**config.mk**
```make
export PLATFORM = sky130hd
export DESIGN_NAME = philv_stage_pipe
export DESIGN_NICKNAME = d
export VERILOG_FILES = /design/src/rtl/philv_stage_pipe.sv
export SDC_FILE = /design/constraint.sdc
export NUM_CORES = 1
export LEC_CHECK = 0
export CAP_MARGIN = 0
export CORE_MARGIN = 1.5
export CORE_UTILIZATION = 23
export CTS_BUF_LIST = sky130_fd_sc_hd__clkbuf_2
export DETAILED_ROUTE_END_ITERATION = 6
export PLACE_DENSITY = 0.48
export SYNTH_ARGS = -nofsm -noshare
export SYNTH_HDL_FRONTEND = slang
export SYNTH_SLANG_ARGS = --single-unit
export TNS_END_PERCENT = 5
```
**constraint.sdc**
```tcl
create_clock -name clk -period 2.65 [get_ports clk]
set_input_delay 0.53 -clock clk [delete_from_list [all_inputs] [get_ports clk]]
set_output_delay 0.53 -clock clk [all_outputs]
set_load 0.1 [all_outputs]
```
**src/rtl/philv_stage_pipe.sv**
```systemverilog
// Elastic valid/ready pipeline of DEPTH registered stages with bubble collapsing
// and synchronous flush; replaces the always-enabled EX/MEM/WB stage registers.
module philv_stage_pipe #(
  parameter int               WIDTH       = 32,
  parameter int               DEPTH       = 4,
  parameter logic [WIDTH-1:0] RESET_VALUE = '0
) (
  input  logic                       clk,
  input  logic                       rstb,
  input  logic                       in_valid,
  input  logic [WIDTH-1:0]           in_data,
  output logic                       in_ready,
  output logic                       out_valid,
  output logic [WIDTH-1:0]           out_data,
  input  logic                       out_ready,
  input  logic                       flush,
  output logic [$clog2(DEPTH+1)-1:0] occupancy
);

  localparam int OCC_W = $clog2(DEPTH+1);

  logic [DEPTH-1:0] valid_q, valid_d;
  logic [DEPTH-1:0] rdy;
  logic [DEPTH-1:0] up_valid;
  logic [DEPTH-1:0] load;
  logic [WIDTH-1:0] data_q  [DEPTH];
  logic [WIDTH-1:0] up_data [DEPTH];
  logic [OCC_W-1:0] occupancy_q, occupancy_d;

  // A stage can advance unless it and every stage downstream of it are full
  // while the output is blocked; walking from the output end avoids a
  // self-referencing ready chain.
  always_comb begin
    logic tail_full;
    // NOTE: every always_comb output gets a default first so no latch is inferred.
    tail_full = 1'b1;
    rdy       = '0;
    for (int i = DEPTH - 1; i >= 0; i--) begin
      tail_full = tail_full & valid_q[i];
      rdy[i]    = !tail_full || out_ready;
    end
  end

  always_comb begin
    up_valid    = valid_q << 1;
    up_valid[0] = in_valid;
    up_data[0]  = in_data;
    for (int i = 1; i < DEPTH; i++) begin
      up_data[i] = data_q[i-1];
    end

    valid_d     = valid_q;
    load        = '0;
    occupancy_d = '0;
    for (int i = 0; i < DEPTH; i++) begin
      // Data only moves for valid entries, so bubbles leave registers quiet.
      load[i]    = !flush && rdy[i] && up_valid[i];
      valid_d[i] = flush ? 1'b0 : (rdy[i] ? up_valid[i] : valid_q[i]);
    end
    for (int i = 0; i < DEPTH; i++) begin
      occupancy_d = occupancy_d + OCC_W'(valid_d[i]);
    end
  end

  // NOTE: the data registers are reset so RESET_VALUE is visible on out_data
  // straight after reset; they are flops, not a RAM, so this is cheap to route.
  always_ff @(posedge clk or negedge rstb) begin
    if (!rstb) begin
      valid_q     <= '0;
      occupancy_q <= '0;
      for (int i = 0; i < DEPTH; i++) begin
        data_q[i] <= RESET_VALUE;
      end
    end else begin
      // NOTE: non-blocking assignments keep every stage sampling pre-edge values.
      valid_q     <= valid_d;
      occupancy_q <= occupancy_d;
      for (int i = 0; i < DEPTH; i++) begin
        if (load[i]) begin
          data_q[i] <= up_data[i];
        end
      end
    end
  end

  assign in_ready  = rdy[0] && !flush;
  assign out_valid = valid_q[DEPTH-1] && !flush;
  assign out_data  = data_q[DEPTH-1];
  assign occupancy = occupancy_q;

endmodule

```
Yosys cells after proc, flatten, opt, wreduce, memory -nomap -nowiden
Index checks and enable logic that the tools add are counted.
{ "classes": {"order_cmp": 0, "n_div": 0, "n_mux": 8, "n_addsub": 3, "eq_ne": 0, "n_reduce_logical": 18, "n_mul": 0, "shifts": 0, "bitwise_logic": 3} }
{ "op_table": {"columns": ["op", "count"], "rows": [
  ["logical AND 1 bit", 9],
  ["two-way mux 1 bit", 8],
  ["zero test 1 bit", 5],
  ["logical OR 1 bit", 4],
  ["adder 2 x 1 -> 3 bit", 1],
  ["adder 3 x 1 -> 3 bit", 1],
  ["bitwise AND 1 bit", 3],
  ["adder 1 x 1 -> 2 bit", 1]
]} }
{ "totals": {"wordCells": 38, "latch_bits": 0, "ram_bits": 0, "n_memories": 0, "register_bits": 135, "inputBits": 37, "out_inout_bits": 37, "rom_bits": 0} }

Depth between registers and ports, before layout
Gate-level depths: netlist of the first run.
{ "depth": {"ltp_word": 10, "mapped_depth": 7} }

Worst setup path after synthesis of the first run
OpenSTA, ideal clock, no wires.
{ "synth_path": {"path_kind": "input -> output", "startpoint": "in out_ready", "endpoint": "out in_ready", "path_stages": 2, "slack_ns": -0.097, "arrival_time_ns": 2.217, "cell_sequence": "and4b_4 a21oi_1"} }
{ "synth_via": {"elab_chain_len": 2} }
{ "synth_lines": {"columns": ["element", "line", "rtl"], "rows": [
  ["start: declaration", "15", "input logic out_ready,"],
  ["logical OR 1 bit", "40", "rdy[i] = !tail_full || out_ready;"],
  ["logical AND 1 bit", "86", "assign in_ready = rdy[0] && !flush;"],
  ["end: declaration", "12", "output logic in_ready,"]
]} }
Every way passes these cells.

Worst setup path after layout of the first run
{ "layout_path": {"startpoint": "reg valid_q[2]", "endpoint": "out in_ready"} }
{ "layout_via": {"elab_chain_len": 6} }
{ "layout_lines": {"columns": ["element", "line", "rtl"], "rows": [
  ["start: declaration", "22", "logic [DEPTH-1:0] valid_q, valid_d;"],
  ["start signal: assignment", "76", "valid_q <= valid_d;"],
  ["bitwise AND 1 bit (3 in series)", "39", "tail_full = tail_full & valid_q[i];"],
  ["zero test 1 bit", "40", null],
  ["logical OR 1 bit", "40", null],
  ["logical AND 1 bit", "86", null]
]} }
Every way passes these cells.

==> results of run 1 <==
-- metal layers --
layer  share of wire  vias to the layer above
li1                -                     1244
met1            0.46                     1450
met2            0.47                       61
met3           0.052                       13
met4           0.017                        0
met5               0                        -
-- final cells by class --
class	instances	area, um2	area share
inverter	3	11.26	0.001721
clock buffer	17	85.08	0.01300
tap	319	399.1	0.06099
timing repair buffer	83	792.0	0.1210
clock inverter	15	130.1	0.01989
sequential	135	3378	0.5163
multi-input combinational	151	1748	0.2671
-- power by group --
| part | switching [mW] | leakage (nW) | internal (mW) |
|---|---|---|---|
| Clock | 0.811 | 0.122 | 0.339 |
| Sequential | 0.308 | 1.66 | 2.65 |
| Combinational | 1.70 | 1.20 | 0.819 |
| Total | 2.82 | 2.98 | 3.81 |
-- what timing repair did --
action	4_1_cts	5_1_grt
hold buffers	1	0
resized for setup	0	0
endpoints found under the hold margin	43	0
-- registers in the layout (all words and copies together), names as in the netlist --
signal,count
data_q,96
out_data,32
valid_q,4
occupancy,3
-- cell usage after synthesis, types with 2 or more instances --
cell / n / area [um2]
nor2_1: 6 / 22.52
or2_2: 3 / 18.77
buf_12: 3 / 60.06
buf_2: 9 / 45.04
nor2b_1: 2 / 12.51
mux2_2: 98 / 1104
dfrtp_1: 135 / 3378
mux2_4: 30 / 450.4
buf_4: 32 / 240.2
inv_1: 3 / 11.26
a21oi_1: 4 / 20.02
ha_1: 2 / 25.02
-- through the flow --
step | utilization | total power [mW] | cells
2_1_floorplan | - | 5.227 | 335
3_3_place_gp | 0.2700 | 5.508 | 690
3_5_place_dp | 0.2700 | 5.566 | 690
4_1_cts | 0.2796 | 6.766 | 723
5_1_grt | 0.2796 | 7.005 | 723
6_report | 0.2796 | 6.631 | 723
-- layout by cell type (no fill, tap or decap), types with 3 or more instances in the layout --
cell type and count:
dfrtp_1 135, mux2_2 98, buf_4 40, clkdlybuf4s50_1 35, mux2_4 30, clkbuf_2 17
nor2_1 6, buf_12 6, clkinvlp_4 4, inv_1 3, or2_2 3, clkinv_4 3
inv_6 3
-- logic make-up after synthesis --
kind of cell / Yosys count / share of synthesized area
buffers and inverters: 49 / 0.06788
adders and majority gates: 3 / 0.008228
muxes: 128 / 0.2839
and+or+nand+nor: 15 / 0.01737
DFF: 135 / 0.6171
AOI/OAI and AO/OA: 5 / 0.005486
-- worst reg2reg max path, delay by kind of cell, from the launching register on --
kind            cells  cell delay (ps)
flops               1              480
simple gates        2              570
compound gates      1               90
buf+inv             1               40
fa+ha+maj           3              990
-- path summary, 6_finish.rpt --
kind	from	to	slack, ps	depth (start not counted)
worst max-delay path	valid_q[2]	in_ready	190	4
worst max register to register	valid_q[2]	occupancy[1]	420	7
worst min-delay path	rstb	data_q[95]	320	2
worst min register to register	data_q[45]	out_data[13]	520	1
min in group clk	in_data[26]	data_q[122]	440	2
max in group asynchronous	rstb	out_data[24]	1590	3
==> results.md, run 1 <==
* Area delta synth->final at 19.54%
* WP buf/inv at 2
* Largest delay contributor family on the critical path: flip-flops
* Clk root buf: clkbuf_2
* Final worst setup slack at approximately 190 ps
* Worst EP required at between 2000 and 2500 ps
* CP max FO at 5
* GR Util met2 at 0.1393
* Crit path max-delay cell type: dfrtp_1
* Via count at around 2800
* Worst Path Arrival at 1930 ps
* TNS Setup at 0 ps
* Met3 Usage GRT at 0.03387
* Skew-Pair Late Insertion Delay at 680 ps
* Die Y-Extent at 157.3 um
* RSZ-0062 raised after global routing: no
* Most Used Layer, Global Route: met2
* Synthesized cell area at around 5500 um2
* Syn nets at approximately 380
* Tmin final at between 2000 and 2500 ps
* First-pass GRT wire length at 16.83 mm
* Count of final max-slew check failures at 0
* Core area at 23400 um2
* Worst-Margin Slew at around 510 ps
* Crit share post-route at 0.9288
* CP Class: flip-flop to output port
* Ant. Diodes at 0
* Die Area at ~25000 um2
* I/O Pins at 74
* Fin Clk Skew at 19.87 ps
* Gpl congestion at 0.6845
* Final Hold Viols at 0
* DRT Pass-1 Iters at 4
* Post-CTS Setup Inserts at 0
* Worst slack, placed at -216.2 ps
* CTS Buffer Depth at 2
* Die width at approximately 160 um
* CTS tree: yes
* Hpwl dp at about 6.2 mm
* Dpl cell area at between 6000 and 7000 um2
* GR Util met1 at 0.1132
* Synthesis Warnings at 0
* Avg WL per Cell at ~14 um
* Slew HR at 0.6578
* GR Util All Layers at 0.09099
* ANT nets after route at 0
* Fill cell count at 2440
* CP max stage delay at about 480 ps
* Post-Synthesis Cells at around 340
* Clock sinks at 135
* Synthesized flop and latch total at ~140
* Number of nets in the layout at approximately 430
* H-tree depth at 4
* Worst Setup Start Kind: flip-flop
* Crit. End Element: output port
* Ys flop type: dfrtp_1
* Worst hold margin at between 300 and 400 ps
* Largest net degree at the start of global routing at 76
* Mean Syn Cell Area at around 16 um2
* Number of max-cap violations at 0
* Initial antenna violation count at 0
* Power Dens Cells at around 1000 nW/um2
* VDD IR max at around 0.26 mV
* Highest clock rate at just over 0.4 GHz
* Status: complete, no violations
* Setup violations, final at 0
* Site Rows at between 50 and 60
* Vias in the first global route at approximately 3100
* Unique masters post-synth at 20
* Ys async rst share at 1.000
* Cell area after layout at 6544 um2
* Initial DRC Count at 52
* Clock transition at path regs at 200 ps
* Starting Density at 0.2339
* Post-Route WL at slightly above 10 mm
* Worst-path cell chain: and4b_4, buf_4, a21oi_2, buf_12
* Vias/cell at between 3 and 4
* Leakage power at 2.975 nW
* Seq/Total Area, Yosys at 0.6171
* Post-synth EDFFs at 0
* Num CTS Buffers at 17
* GRT Residual Overflow at 0
* Count of port buffers added during placement at 73
* Min-Delay Path Class: primary input to async pin
* Layout cells sized above 1 at 0.5297
* DRC Markers at 0
Note: power is estimated with default switching activity, not from simulation.
==> run 2, diff against run 1 <==
==> constraint.sdc (replaced) <==
create_clock -name clk -period 2.4 [get_ports clk]
set_input_delay 0.48 -clock clk [delete_from_list [all_inputs] [get_ports clk]]
set_output_delay 0.48 -clock clk [all_outputs]
set_load 0.1 [all_outputs]
==> run 2 against run 1 <==
  * Wire length down 1.5%
  * Clock skew shrank 1.9 ps
  * Utilization is 0.59 points higher
  * Sequential power up 10%
  * First-iteration DRC count up 62%
  * Count of clock-buffer cells in the layout grew 2
  * Via count shrank 0.36%
  * Die area stayed put
  * Worst setup slack worse by 38 ps
  * Largest cell class unchanged
  * Largest power group unchanged
==> results.md, run 2 (synthesis gave the netlist of run 1 again) <==
* Area delta synth->final at 22.08%
* I/O Pins at 74 (unchanged)
* Final worst setup slack at 150.5 ps (-38.24 ps)
* Vias/cell at 3.799 (-0.77%)
* Reg with most FFs: data_q
* Max reg flops at 96 (unchanged)
* GR Util All Layers at 0.08951 (-0.001477)
* RR Endpoint: occupancy[1]
* CP max FO at 5 (unchanged)
* Clock transition at path regs at 190 ps (about the same)
* Most frequent cells in the layout: 135 x dfrtp_1, 98 x mux2_2, 39 x buf_4
* Worst slack, placed at -409.9 ps (-193.7 ps)
* Gpl congestion at 0.6866 (+0.31%)
* GRT Residual Overflow at 0 (unchanged)
* H-tree depth at 4 (unchanged)
* Initial DRC Count at 84 (+62%)
* Die width at 157.3 um (unchanged)
* VDD IR max at 0.3884 mV (+51%)
* Ant. Diodes at 0 (unchanged)
* ANT nets after route at 0 (unchanged)
* Most common cell after layout, fill and taps aside: dfrtp_1
* Clk root buf: clkbuf_2
* Site Rows at 56 (unchanged)
* Layout cells sized above 1 at 0.5356 (+0.005924)
* Worst EP required at 2990 ps (+870 ps)
* Worst Setup Start Kind: flip-flop
* Skew-Pair Late Insertion Delay at 670 ps (about the same)
* Highest clock rate at approximately 0.44 GHz
* Placed cells at 693 (+0.43%)
* Die Area at 24730 um2 (unchanged)
* RSZ-0062 raised after global routing: no
* Finished Core Util at 0.2856 (+0.005935)
* Post-route insts no fill at 726 (+0.41%)
* Power Dens Cells at 1135 nW/um2 (+12%)
* First-pass GRT wire length at 16.42 mm (-2.4%)
* Clock sinks at 135 (unchanged)
* Crit. End Element: flip-flop
* Fill cell count at 2425 (-0.61%)
* Fin Clk Skew at 17.93 ps (-1.935 ps)
* Final Hold Viols at 0 (unchanged)
* Hpwl dp at 6.380 mm (+3.0%)
* Num CTS Buffers at 17 (unchanged)
* Avg WL per Cell at 13.82 um (-1.9%)
* Setup violations, final at 0 (unchanged)
* Critical R2R Launch: valid_q[1]
* Status: complete, no violations
* CP Class: flip-flop to flip-flop
* Number of max-cap violations at 0 (unchanged)
* Count of port buffers added during placement at 73 (unchanged)
* Slew HR at 0.6296 (-0.02818)
* Die Y-Extent at 157.3 um (unchanged)
* Crit share post-route at 0.9373
* Worst-Margin Slew at 555.6 ps (+42.27 ps)
* Largest net degree at the start of global routing at 55 (-28%)
* Number of nets in the layout at 434 (+0.70%)
* Min-Delay Path Class: primary input to async pin
* DRT Pass-1 Iters at 3 (-1)
* Starting Density at 0.2339 (unchanged)
* Worst Path Arrival at 2840 ps (+910 ps)
* Post-Route WL at 10.03 mm (-1.5%)
* CTS tree: yes
* Tmin final at around 2200 ps
* R2R Setup Slk at 150 ps (-270 ps)
* CTS Buffer Depth at 2 (unchanged)
* Leakage power at 3.047 nW (+2.4%)
* R2R depth at 7 (unchanged)
* DRC Markers at 0 (unchanged)
* Initial antenna violation count at 0 (unchanged)
* Vias in the first global route at 3061 (-2.7%)
* Core area at 23400 um2 (unchanged)
* Via count at 2758 (-0.36%)
* Count of final max-slew check failures at 0 (unchanged)
[run 2: worst max-delay path by stage]
stage               slack, ps      endpoint  startpoint  cells past startpoint
global placement         -350  occupancy[1]   out_ready                      8
floorplan                -100     out_valid       flush                      2
detailed placement       -410  occupancy[1]   out_ready                      8
CTS                        90      in_ready  valid_q[2]                      3
finish                    150  occupancy[1]  valid_q[1]                      7
global route               60      in_ready  valid_q[2]                      3
[run 2: power by group]
part           switching, mW  internal (mW)  total (mW)  leakage, nW
Sequential             0.334           2.92        3.26         1.66
Clock                  0.845          0.688        1.53        0.158
Combinational           1.88          0.915        2.80         1.23
[run 2: area by class of cell]
class	count	area, um2	area share
sequential	135	3378	0.5055
tap	319	399.1	0.05973
clock inverter	13	178.9	0.02677
inverter	3	11.26	0.001685
clock buffer	19	95.09	0.01423
timing repair buffer	86	864.6	0.1294
multi-input combinational	151	1755	0.2627
[run 2: critical path: stages (launching register included)]
cell	delay, ps
dfrtp_1	420
and4b_4	310
a21oi_1	90
or2_2	300
fa_1	530
inv_1	40
ha_1	170
ha_1	290
[run 2: timing repair]
item / CTS / global route
hold endpoints to repair: 52 / 0
hold buffers: 1 / 0
gates resized for setup: 1 / 0
setup buffers: 1 / 0
setup endpoints to repair: 1 / 0
[run 2: metrics by stage]
step                hold slack [ps]  TNS [ps]  area [um2]  total power, mW
global placement              479.6    -747.6        6391            6.096
global route                  229.7         0        6683            8.013
finish                        303.5         0        6683            7.587
detailed placement            487.2    -896.0        6391            6.152
floorplan                     184.4    -100.8        5478            5.771
CTS                           225.5         0        6683            7.731
[run 2: layer usage]
| layer | up-vias | global-route usage | part of all wire |
|---|---|---|---|
| li1 | 1256 | - | - |
| met1 | 1436 | 0.1149 | 0.48 |
| met2 | 54 | 0.1326 | 0.45 |
| met3 | 12 | 0.02974 | 0.047 |
| met4 | 0 | 0.04852 | 0.021 |
| met5 | - | 0 | 0 |
